**config.mk**
```make
export PLATFORM = sky130hd
export DESIGN_NAME = boton_evento_flat
export DESIGN_NICKNAME = d
export VERILOG_FILES = /design/src/rtl/boton_pkg.sv /design/src/rtl/boton_evento_if.sv /design/src/rtl/boton_evento.sv /design/src/flat_wrapper.sv
export SDC_FILE = /design/constraint.sdc
export NUM_CORES = 1
export LEC_CHECK = 0
export BUFFER_PORTS_ARGS = -buffer_cell sky130_fd_sc_hd__buf_2
export CAP_MARGIN = 15
export CORE_UTILIZATION = 55
export DETAILED_ROUTE_END_ITERATION = 16
export PLACE_DENSITY = 0.75
export SETUP_SLACK_MARGIN = 0.4
export SYNTH_ARGS = -nofsm -noshare
export SYNTH_HDL_FRONTEND = slang
export SYNTH_SLANG_ARGS = --single-unit
```
**constraint.sdc**
```tcl
create_clock -name clk -period 5.64 [get_ports clk]
set_input_delay 0.282 -clock clk [delete_from_list [all_inputs] [get_ports clk]]
set_output_delay 0.282 -clock clk [all_outputs]
set_load 0.01 [all_outputs]
```
**src/rtl/boton_pkg.sv**
```systemverilog
// Shared types and timing defaults for the button event chain.
// Optional feature macro used by this block: BOTON_REPEAT_EN.
package boton_pkg;

   typedef enum logic [1:0] {
      IDLE    = 2'd0,
      PRESSED = 2'd1,
      HELD    = 2'd2
   } state_t;

   localparam int unsigned CLK_HZ    = 50000000;
   localparam int unsigned LONG_MS   = 1000;
   localparam int unsigned REPEAT_MS = 250;

   localparam int unsigned DEF_LONG_COUNT   = (CLK_HZ / 1000) * LONG_MS;
   localparam int unsigned DEF_REPEAT_COUNT = (CLK_HZ / 1000) * REPEAT_MS;

endpackage

```
**src/rtl/boton_evento_if.sv**
```systemverilog
// Button level in, one-cycle event pulses and held level out, plus the FSM state for observation.
// Signals are plain levels/pulses sampled on clk; there is no valid/ready handshake on this link.
interface boton_evento_if;
   import boton_pkg::*;

   logic   boton_in;
   logic   pulso_corto;
   logic   pulso_largo;
   logic   pulso_repetir;
   logic   sostenido;
   state_t estado;

   modport slave (
      input  boton_in,
      output pulso_corto,
      output pulso_largo,
      output pulso_repetir,
      output sostenido,
      output estado
   );

   modport master (
      output boton_in,
      input  pulso_corto,
      input  pulso_largo,
      input  pulso_repetir,
      input  sostenido,
      input  estado
   );
endinterface

```
**src/rtl/boton_evento.sv**
```systemverilog
// Turns a debounced button level into short/long (and optional repeat) one-cycle events.
// Auto-repeat pulses are built only when BOTON_REPEAT_EN is defined.
module boton_evento
   import boton_pkg::*;
#(
   parameter int unsigned LONG_COUNT   = DEF_LONG_COUNT,
   parameter int unsigned REPEAT_COUNT = DEF_REPEAT_COUNT
) (
   input  logic           clk,
   input  logic           reset,
   boton_evento_if.slave  bus
);

   localparam int unsigned CNT_MAX = (LONG_COUNT > REPEAT_COUNT) ? LONG_COUNT : REPEAT_COUNT;
   localparam int unsigned CW      = $clog2(CNT_MAX + 1);
   localparam logic [CW-1:0] LONG_M1 = CW'(LONG_COUNT - 1);
`ifdef BOTON_REPEAT_EN
   localparam logic [CW-1:0] REP_M1  = CW'(REPEAT_COUNT - 1);
`endif

   state_t        r_state;
   state_t        w_state_nxt;
   logic [CW-1:0] r_cnt;
   logic [CW-1:0] w_cnt_nxt;
   logic [CW-1:0] w_cnt_inc;
   logic          r_prev;
   logic          w_rise;

   logic          r_corto, w_corto_d;
   logic          r_largo, w_largo_d;
   logic          r_sost,  w_sost_d;

   // Saturating increment: the counter never wraps back to zero.
   assign w_cnt_inc = (r_cnt == {CW{1'b1}}) ? r_cnt : r_cnt + CW'(1);
   assign w_rise    = bus.boton_in & ~r_prev;

   // prev resets to 1 so a button held through reset never looks like a new press.
   always_ff @(posedge clk or posedge reset) begin
      if (reset) begin
         r_state <= IDLE;
         r_cnt   <= '0;
         r_prev  <= 1'b1;
      end else begin
         r_state <= w_state_nxt;
         r_cnt   <= w_cnt_nxt;
         r_prev  <= bus.boton_in;
      end
   end

   always_comb begin
      w_state_nxt = r_state;
      w_cnt_nxt   = r_cnt;
      case (r_state)
         IDLE: begin
            if (w_rise) begin
               w_state_nxt = PRESSED;
               w_cnt_nxt   = CW'(1);
            end
         end
         PRESSED: begin
            // Release is tested first so a release on the threshold cycle stays a short press.
            if (!bus.boton_in) begin
               w_state_nxt = IDLE;
            end else if (r_cnt == LONG_M1) begin
               w_state_nxt = HELD;
               w_cnt_nxt   = '0;
            end else begin
               w_cnt_nxt   = w_cnt_inc;
            end
         end
         HELD: begin
            if (!bus.boton_in) begin
               w_state_nxt = IDLE;
            end
`ifdef BOTON_REPEAT_EN
            else if (r_cnt == REP_M1) begin
               w_cnt_nxt = '0;
            end else begin
               w_cnt_nxt = w_cnt_inc;
            end
`endif
         end
         default: begin
            w_state_nxt = IDLE;
            w_cnt_nxt   = '0;
         end
      endcase
   end

   always_comb begin
      w_corto_d = (r_state == PRESSED) && !bus.boton_in;
      w_largo_d = (r_state == PRESSED) && bus.boton_in && (r_cnt == LONG_M1);
      w_sost_d  = (w_state_nxt == HELD);
   end

   always_ff @(posedge clk or posedge reset) begin
      if (reset) begin
         r_corto <= 1'b0;
         r_largo <= 1'b0;
         r_sost  <= 1'b0;
      end else begin
         r_corto <= w_corto_d;
         r_largo <= w_largo_d;
         r_sost  <= w_sost_d;
      end
   end

`ifdef BOTON_REPEAT_EN
   logic r_rep;
   logic w_rep_d;

   assign w_rep_d = (r_state == HELD) && bus.boton_in && (r_cnt == REP_M1);

   always_ff @(posedge clk or posedge reset) begin
      if (reset) r_rep <= 1'b0;
      else       r_rep <= w_rep_d;
   end

   assign bus.pulso_repetir = r_rep;
`else
   assign bus.pulso_repetir = 1'b0;
`endif

   assign bus.pulso_corto = r_corto;
   assign bus.pulso_largo = r_largo;
   assign bus.sostenido   = r_sost;
   assign bus.estado      = r_state;

endmodule

```
**src/flat_wrapper.sv**
```systemverilog
// flat-port wrapper written by rule: the top's interface ports become plain ports
module boton_evento_flat import boton_pkg::*;
#(
   parameter int unsigned LONG_COUNT   = DEF_LONG_COUNT,
   parameter int unsigned REPEAT_COUNT = DEF_REPEAT_COUNT
)
  (clk, reset, bus_boton_in, bus_pulso_corto, bus_pulso_largo, bus_pulso_repetir, bus_sostenido, bus_estado);
  boton_evento_if bus_i ();
  input  logic clk;
  input  logic reset;
  input wire logic [$bits(bus_i.boton_in)-1:0] bus_boton_in;
  output wire logic [$bits(bus_i.pulso_corto)-1:0] bus_pulso_corto;
  output wire logic [$bits(bus_i.pulso_largo)-1:0] bus_pulso_largo;
  output wire logic [$bits(bus_i.pulso_repetir)-1:0] bus_pulso_repetir;
  output wire logic [$bits(bus_i.sostenido)-1:0] bus_sostenido;
  output wire logic [$bits(bus_i.estado)-1:0] bus_estado;
  assign bus_i.boton_in = bus_boton_in;
  assign bus_pulso_corto = bus_i.pulso_corto;
  assign bus_pulso_largo = bus_i.pulso_largo;
  assign bus_pulso_repetir = bus_i.pulso_repetir;
  assign bus_sostenido = bus_i.sostenido;
  assign bus_estado = bus_i.estado;
  boton_evento #(.LONG_COUNT(LONG_COUNT), .REPEAT_COUNT(REPEAT_COUNT)) u_core (.clk(clk), .reset(reset), .bus(bus_i));
endmodule
```
==> results of run 1 <==
==> sequential cells by signal, indices dropped and copies added, names as in the netlist <==
signal / count
u_core.bus.estado: 2
u_core.r_cnt: 26
u_core.bus.pulso_corto: 1
u_core.bus.pulso_largo: 1
u_core.r_prev: 1
u_core.bus.sostenido: 1
==> Yosys cell counts (2+ instances only) <==
cell,count,area share (%)
a211oi_1,2,0.75
a21bo_2,3,1.5
a21oi_1,11,2.8
a31oi_1,28,8.8
a41oi_1,6,2.6
and2_1,4,1.3
and3_1,7,2.2
and4_1,2,0.88
buf_2,2,0.50
buf_4,2,0.75
clkbuf_1,7,1.3
dfrtp_1,31,39
inv_1,4,0.75
nand2_1,23,4.3
nand3_1,10,2.5
nand4_1,4,1.3
nand4_2,3,1.9
nand4_4,2,2.1
nor2_1,11,2.1
nor3_1,2,0.50
nor3b_1,2,0.75
nor4_1,8,2.5
o21ai_0,8,2.0
o21ai_1,7,1.8
o31ai_1,3,1.1
or3_1,2,0.63
==> critical path, cell delays in order, from the launching register on <==
cell	delay, ns
dfrtp_1	0.44
ha_1	0.27
and3_1	0.24
and3_1	0.21
a21oi_2	0.79
a21bo_2	0.30
a31oi_1	0.19
==> cells by family (layout without fill, tap and decap cells) <==
| kind of cell | Yosys count | count (layout) | share of synthesized area (%) |
|---|---|---|---|
| flip-flops | 32 | 32 | 40.09 |
| multiplexers | 1 | 1 | 0.5003 |
| AND/OR/NAND/NOR | 91 | 91 | 28.64 |
| other | 1 | 1 | 0.1874 |
| adder cells (fa/ha/maj) | 1 | 1 | 0.6253 |
| AO/OA/AOI/OAI | 79 | 79 | 26.08 |
| buffers and inverters | 16 | 21 | 3.877 |
==> path summary, 6_finish.rpt <==
check                                  endpoint  slack, ns
max in group asynchronous         u_core.r_prev       5.32
setup / recovery               u_core.r_cnt[23]       3.09
min in group clk                  u_core.r_prev       0.09
hold reg to reg                 u_core.r_cnt[8]       0.53
setup reg to reg               u_core.r_cnt[23]       3.09
hold / removal             u_core.bus.estado[1]       0.01
==> layout make-up <==
class	instances	area, µm²
clock buffer	8	58.81
fill	290	1311
inverter	4	15.01
multi-input combinational	173	1121
sequential	32	802.0
tap	46	57.56
timing repair buffer	9	50.05
==> per-stage QoR <==
| step | instances | instance area [µm²] | hold WS [ns] |
|---|---|---|---|
| finish | 272 | 2105 | 0.01084 |
| global route | 272 | 2105 | 0.05405 |
| CTS | 272 | 2105 | 0.02610 |
| floorplan | 221 | 2001 | 0.2865 |
| global placement | 264 | 2046 | 0.3727 |
| detailed placement | 264 | 2046 | 0.3878 |
==> power by group through the flow <==
| stage | Sequential, µW | Combinational [µW] | Clock, µW |
|---|---|---|---|
| after CTS | 246 | 43.8 | 139 |
| after detailed placement | 250 | 43.4 | 0 |
| after global placement | 250 | 42.5 | 0 |
| after global routing | 248 | 50.4 | 151 |
| final | 246 | 43.7 | 138 |
| after floorplan | 249 | 33.2 | 0 |
==> layer usage <==
metal	vias to the layer above	GRT usage (%)	part of all wire, %
met5	-	0	0
met4	0	12.21	2.7
met3	19	4.963	8.6
met2	118	42.03	45
met1	908	36.76	44
li1	873	-	-
==> reports/qor.csv, run 1 <==
metric,value,unit
DRT iter0 DRCs,218,
Max Fclk,392.4,MHz
IO Pins,9,
sequential group share of total power,57.6,%
Worst setup EP type,register,
"Top FF cell, synth",dfrtp_1,
Die Ht,62.31,µm
Critical Path Fanout Max,26,
Sum Neg Setup Slack,0,ns
gr usage total,27.07,%
Setup crit start,u_core.r_cnt[0],
Clock transition at path regs,0.10,ns
gr ovfl total,0,
Worst IR Drop VDD,0.09336,mV
H-tree Lvls,2,
ratio of cells with drive above 1 in the final layout,14.60,%
Final Max Tran Viols,0,
Syn Nets,225,
row count,21,
Synth Instances,221,
detailed placement HPWL,3.241,mm
initial core utilization,58.57,%
"commonest non-fill, non-tap cell in the layout",dfrtp_1,
vias in the first global route,1805,
syn avg cell area,9.053,µm²
RR Startpoint,u_core.r_cnt[0],
HP Class,in2async,
critical path launch point type,register,
pwr dens,203.2,mW/mm²
Routed WL per cell,17.53,µm
diode count,0,
Worst-Margin Slew,0.9916,ns
Finished Core Util,61.61,%
yosys warns,0,
Cell variety after synth,53,
Net Switching,114.8,µW
first-pass GRT wire length,8.314,mm
post-route ant nets,0,
Post-Place Setup Slack,3.127,ns
Syn-to-layout area delta,5.191,%
area of the core,0.003416,mm²
most frequent cells in the layout,"31 x dfrtp_1, 28 x a31oi_1, 23 x nand2_1",
initial antenna violation count,0,
Crit Path Class,reg2reg,
status,"finished, final reports clean",
port bufs,7,
final wirelength,4.769,mm
"FF+latch count, synth",32,
Final Hold Viols,0,
DR vias/cell,7.051,
cts hold-fix bufs,0,
Pint,312.8,µW
CTS Buffer Depth,2,
clk_lat worst skew,0.34,ns
RSZ-0062 raised after global routing,no,
Clk pwr share,32.2,%
Die ar.,0.003883,mm²
DRT Pass-1 Iters,5,
die span in x,62.31,µm
slew margin rel.,33.89,%
"Seq/Total Area, Yosys",40.09,%
postcts setup bufs,0,
Final Power,427.6,µW
Comb pwr share,10.2,%
Switching Share,26.85,%
CP arrival,2.79,ns
DRC,0,
CTS tree,yes,
post-synthesis cell area,0.002001,mm²
R2R depth,6,
nets@finish,229,
min Tclk post-route,2.548,ns
largest net degree at the start of global routing,33,
CTS root buffer,clkbuf_4,
period utilization,45.18,%
CTS sink count,32,
Post-synth EDFFs,0,
Worst EP required,5.88,ns
max cap viols,0,
Placer Congestion,0.9186,
Final setup viols,0,
total CTS buffers,5,
Final Skew,0.008508,ns
worst setup margin,3.092,ns
Post-CTS Resized,0,
Vias,1918,
LEAKAGE,0.0008745,µW
ys async rst share,100.0,%
Power figures use the tool's default switching activity.
==> run 2, diff against run 1 <==
==> constraint.sdc (replaced) <==
create_clock -name clk -period 2.4 [get_ports clk]
set_input_delay 0.12 -clock clk [delete_from_list [all_inputs] [get_ports clk]]
set_output_delay 0.12 -clock clk [all_outputs]
set_load 0.01 [all_outputs]
==> reports/qor.csv, run 2 (same netlist as run 1, synthesis figures left out) <==
metric,value,unit,change
status,"finished, final reports clean",,
Worst EP required,2.65,ns,-3.23 ns
Worst setup EP type,register,,
R2R depth,6,,unchanged
slack of the worst reg-to-reg path,0.36,ns,-2.73 ns
gr usage total,28.71,%,+1.6 points
first-pass GRT wire length,8.818,mm,+6.1%
DRT iter0 DRCs,326,,+50%
initial antenna violation count,0,,unchanged
number of flip-flops in the largest register,26,,unchanged
Clock transition at path regs,0.11,ns,about the same
Vias,1984,,+3.4%
area of the core,0.003416,mm²,unchanged
H-tree Lvls,2,,unchanged
final wirelength,5.366,mm,+13%
placed cell areas,0.002083,mm²,+1.8%
Worst IR Drop VDD,0.2875,mV,+210%
critical path launch point type,register,,
RSZ-0062 raised after global routing,yes,,
Die ar.,0.003883,mm²,unchanged
Multi-input gate area,0.001216,mm²,+8.5%
Die Ht,62.31,µm,unchanged
Max Fclk,490.9,MHz,+25%
CP arrival,2.29,ns,-0.50 ns
Placer Congestion,0.9508,,+3.5%
largest net degree at the start of global routing,33,,unchanged
IO Pins,9,,unchanged
Filler Cell Count,262,,-9.7%
clk_lat worst skew,0.34,ns,about the same
Critical Path Fanout Max,5,,-81%
diode count,0,,unchanged
LEAKAGE,0.0009473,µW,+8.3%
vias in the first global route,1824,,+1.1%
Routed WL per cell,18.96,µm,+8.1%
total CTS buffers,5,,unchanged
"critical path, cell by cell",ha_4 -> nand4_1 -> or4_4 -> o211ai_4 -> o21ai_1 -> a31oi_1,,
gr ovfl total,0,,unchanged
CTS Buffer Depth,2,,unchanged
row count,21,,unchanged
Worst-Margin Slew,0.6785,ns,-0.3131 ns
Setup crit start,u_core.r_cnt[1],,
DRC,0,,unchanged
slowest CP cell,or4_4,,
period utilization,84.87,%,+40 points
DRT Pass-1 Iters,6,,+1
Final setup viols,0,,unchanged
ratio of cells with drive above 1 in the final layout,25.32,%,+11 points
Crit path depth,6,,unchanged
max cap viols,0,,unchanged
Crit Path Class,reg2reg,,
CTS tree,yes,,
RR Startpoint,u_core.r_cnt[1],,
most frequent cells in the layout,"28 x a31oi_1, 22 x dfrtp_1, 21 x nand2_1",,
CTS root buffer,clkbuf_4,,
Crit path buffers/inverters,0,,unchanged
CTS sink count,32,,unchanged
reg-to-reg critical path endpoint,u_core.r_cnt[17],,
port bufs,7,,unchanged
initial core utilization,58.57,%,unchanged
Final Max Tran Viols,0,,unchanged
pwr dens,442.8,mW/mm²,+120%
"Largest stage delay, worst path",0.61,ns,-0.18 ns
final instance area,0.002286,mm²,+8.6%
slew margin rel.,54.77,%,+21 points
largest register by flop count,u_core.r_cnt,,
Syn-to-layout area delta,14.26,%,
DR vias/cell,7.011,,-0.58%
Critical Path Sink,u_core.r_cnt[17],,
die span in x,62.31,µm,unchanged
HP Class,in2async,,
nets@finish,240,,+4.8%
Sum Neg Setup Slack,0,ns,unchanged
Seq. cell area,813.3,µm²,+1.4%
Final Hold Viols,0,,unchanged
min Tclk post-route,2.037,ns,-0.5114 ns
post-route ant nets,0,,unchanged
detailed placement HPWL,3.516,mm,+8.5%
Final Skew,0.01340,ns,+0.004894 ns
Worst path top cell family by delay,simple AND/OR/NAND/NOR gates,,
"commonest non-fill, non-tap cell in the layout",a31oi_1,,
[run 2: tightest hold or removal path, cell delays in order]
cell,delay [ns]
dlygate4sd3_1,0.53
buf_2,0.12
inv_1,0.04
buf_4,0.36
[run 2: what timing repair did]
item / CTS / global route
pin swaps: 1 / 11
endpoints found under the hold margin: 32 / 0
hold buffers: 2 / 0
setup buffers: 3 / 0
resized for setup: 2 / 27
setup endpoints to repair: 12 / 26
cloned: 0 / 1
[run 2: worst min path at each step]
stage               slack [ns]    startpoint  cells after the start                to
floorplan                 0.12  bus_boton_in                      0     u_core.r_prev
global placement          0.21         reset                      3  u_core.r_cnt[23]
detailed placement        0.23         reset                      3  u_core.r_cnt[17]
CTS                       0.41         reset                      4  u_core.r_cnt[18]
global route              0.44         reset                      4  u_core.r_cnt[14]
finish                    0.40         reset                      4   u_core.r_cnt[1]
[run 2: layout make-up]
cell class / count / area share [%]
timing repair buffer: 19 / 5.857
sequential: 32 / 35.58
tap: 46 / 2.518
inverter: 4 / 0.6568
clock buffer: 7 / 1.970
multi-input combinational: 174 / 53.20
clock inverter: 1 / 0.2189
[run 2: where the power goes]
part	leakage [µW]	switching (µW)	internal, µW	total (µW)
clock	0.0000293	182	114	296
sequential	0.000423	22.9	555	578
combinational	0.000495	80.7	57.8	139
[run 2: per-stage QoR]
step                      power [µW]  worst slack (ns)  utilization, %  instances  hold slack [ns]
after detailed placement       700.5            0.2742           60.99        269           0.2261
after CTS                       1002            0.4218           64.10        282           0.4065
final                           1012            0.3631           66.92        283           0.3971
after global placement         691.2            0.4306           60.99        269           0.2137
after floorplan                662.1            0.5384               -        221           0.1245
after global routing            1062            0.3022           66.92        283           0.4368
[run 2: per-layer routing]
| metal | share of wire (%) | global-route usage, % | vias to the layer above |
|---|---|---|---|
| li1 | - | - | 907 |
| met3 | 7.5 | 6.250 | 11 |
| met4 | 1.1 | 9.012 | 0 |
| met1 | 42 | 38.92 | 954 |
| met5 | 0 | 0 | - |
| met2 | 49 | 45.74 | 112 |
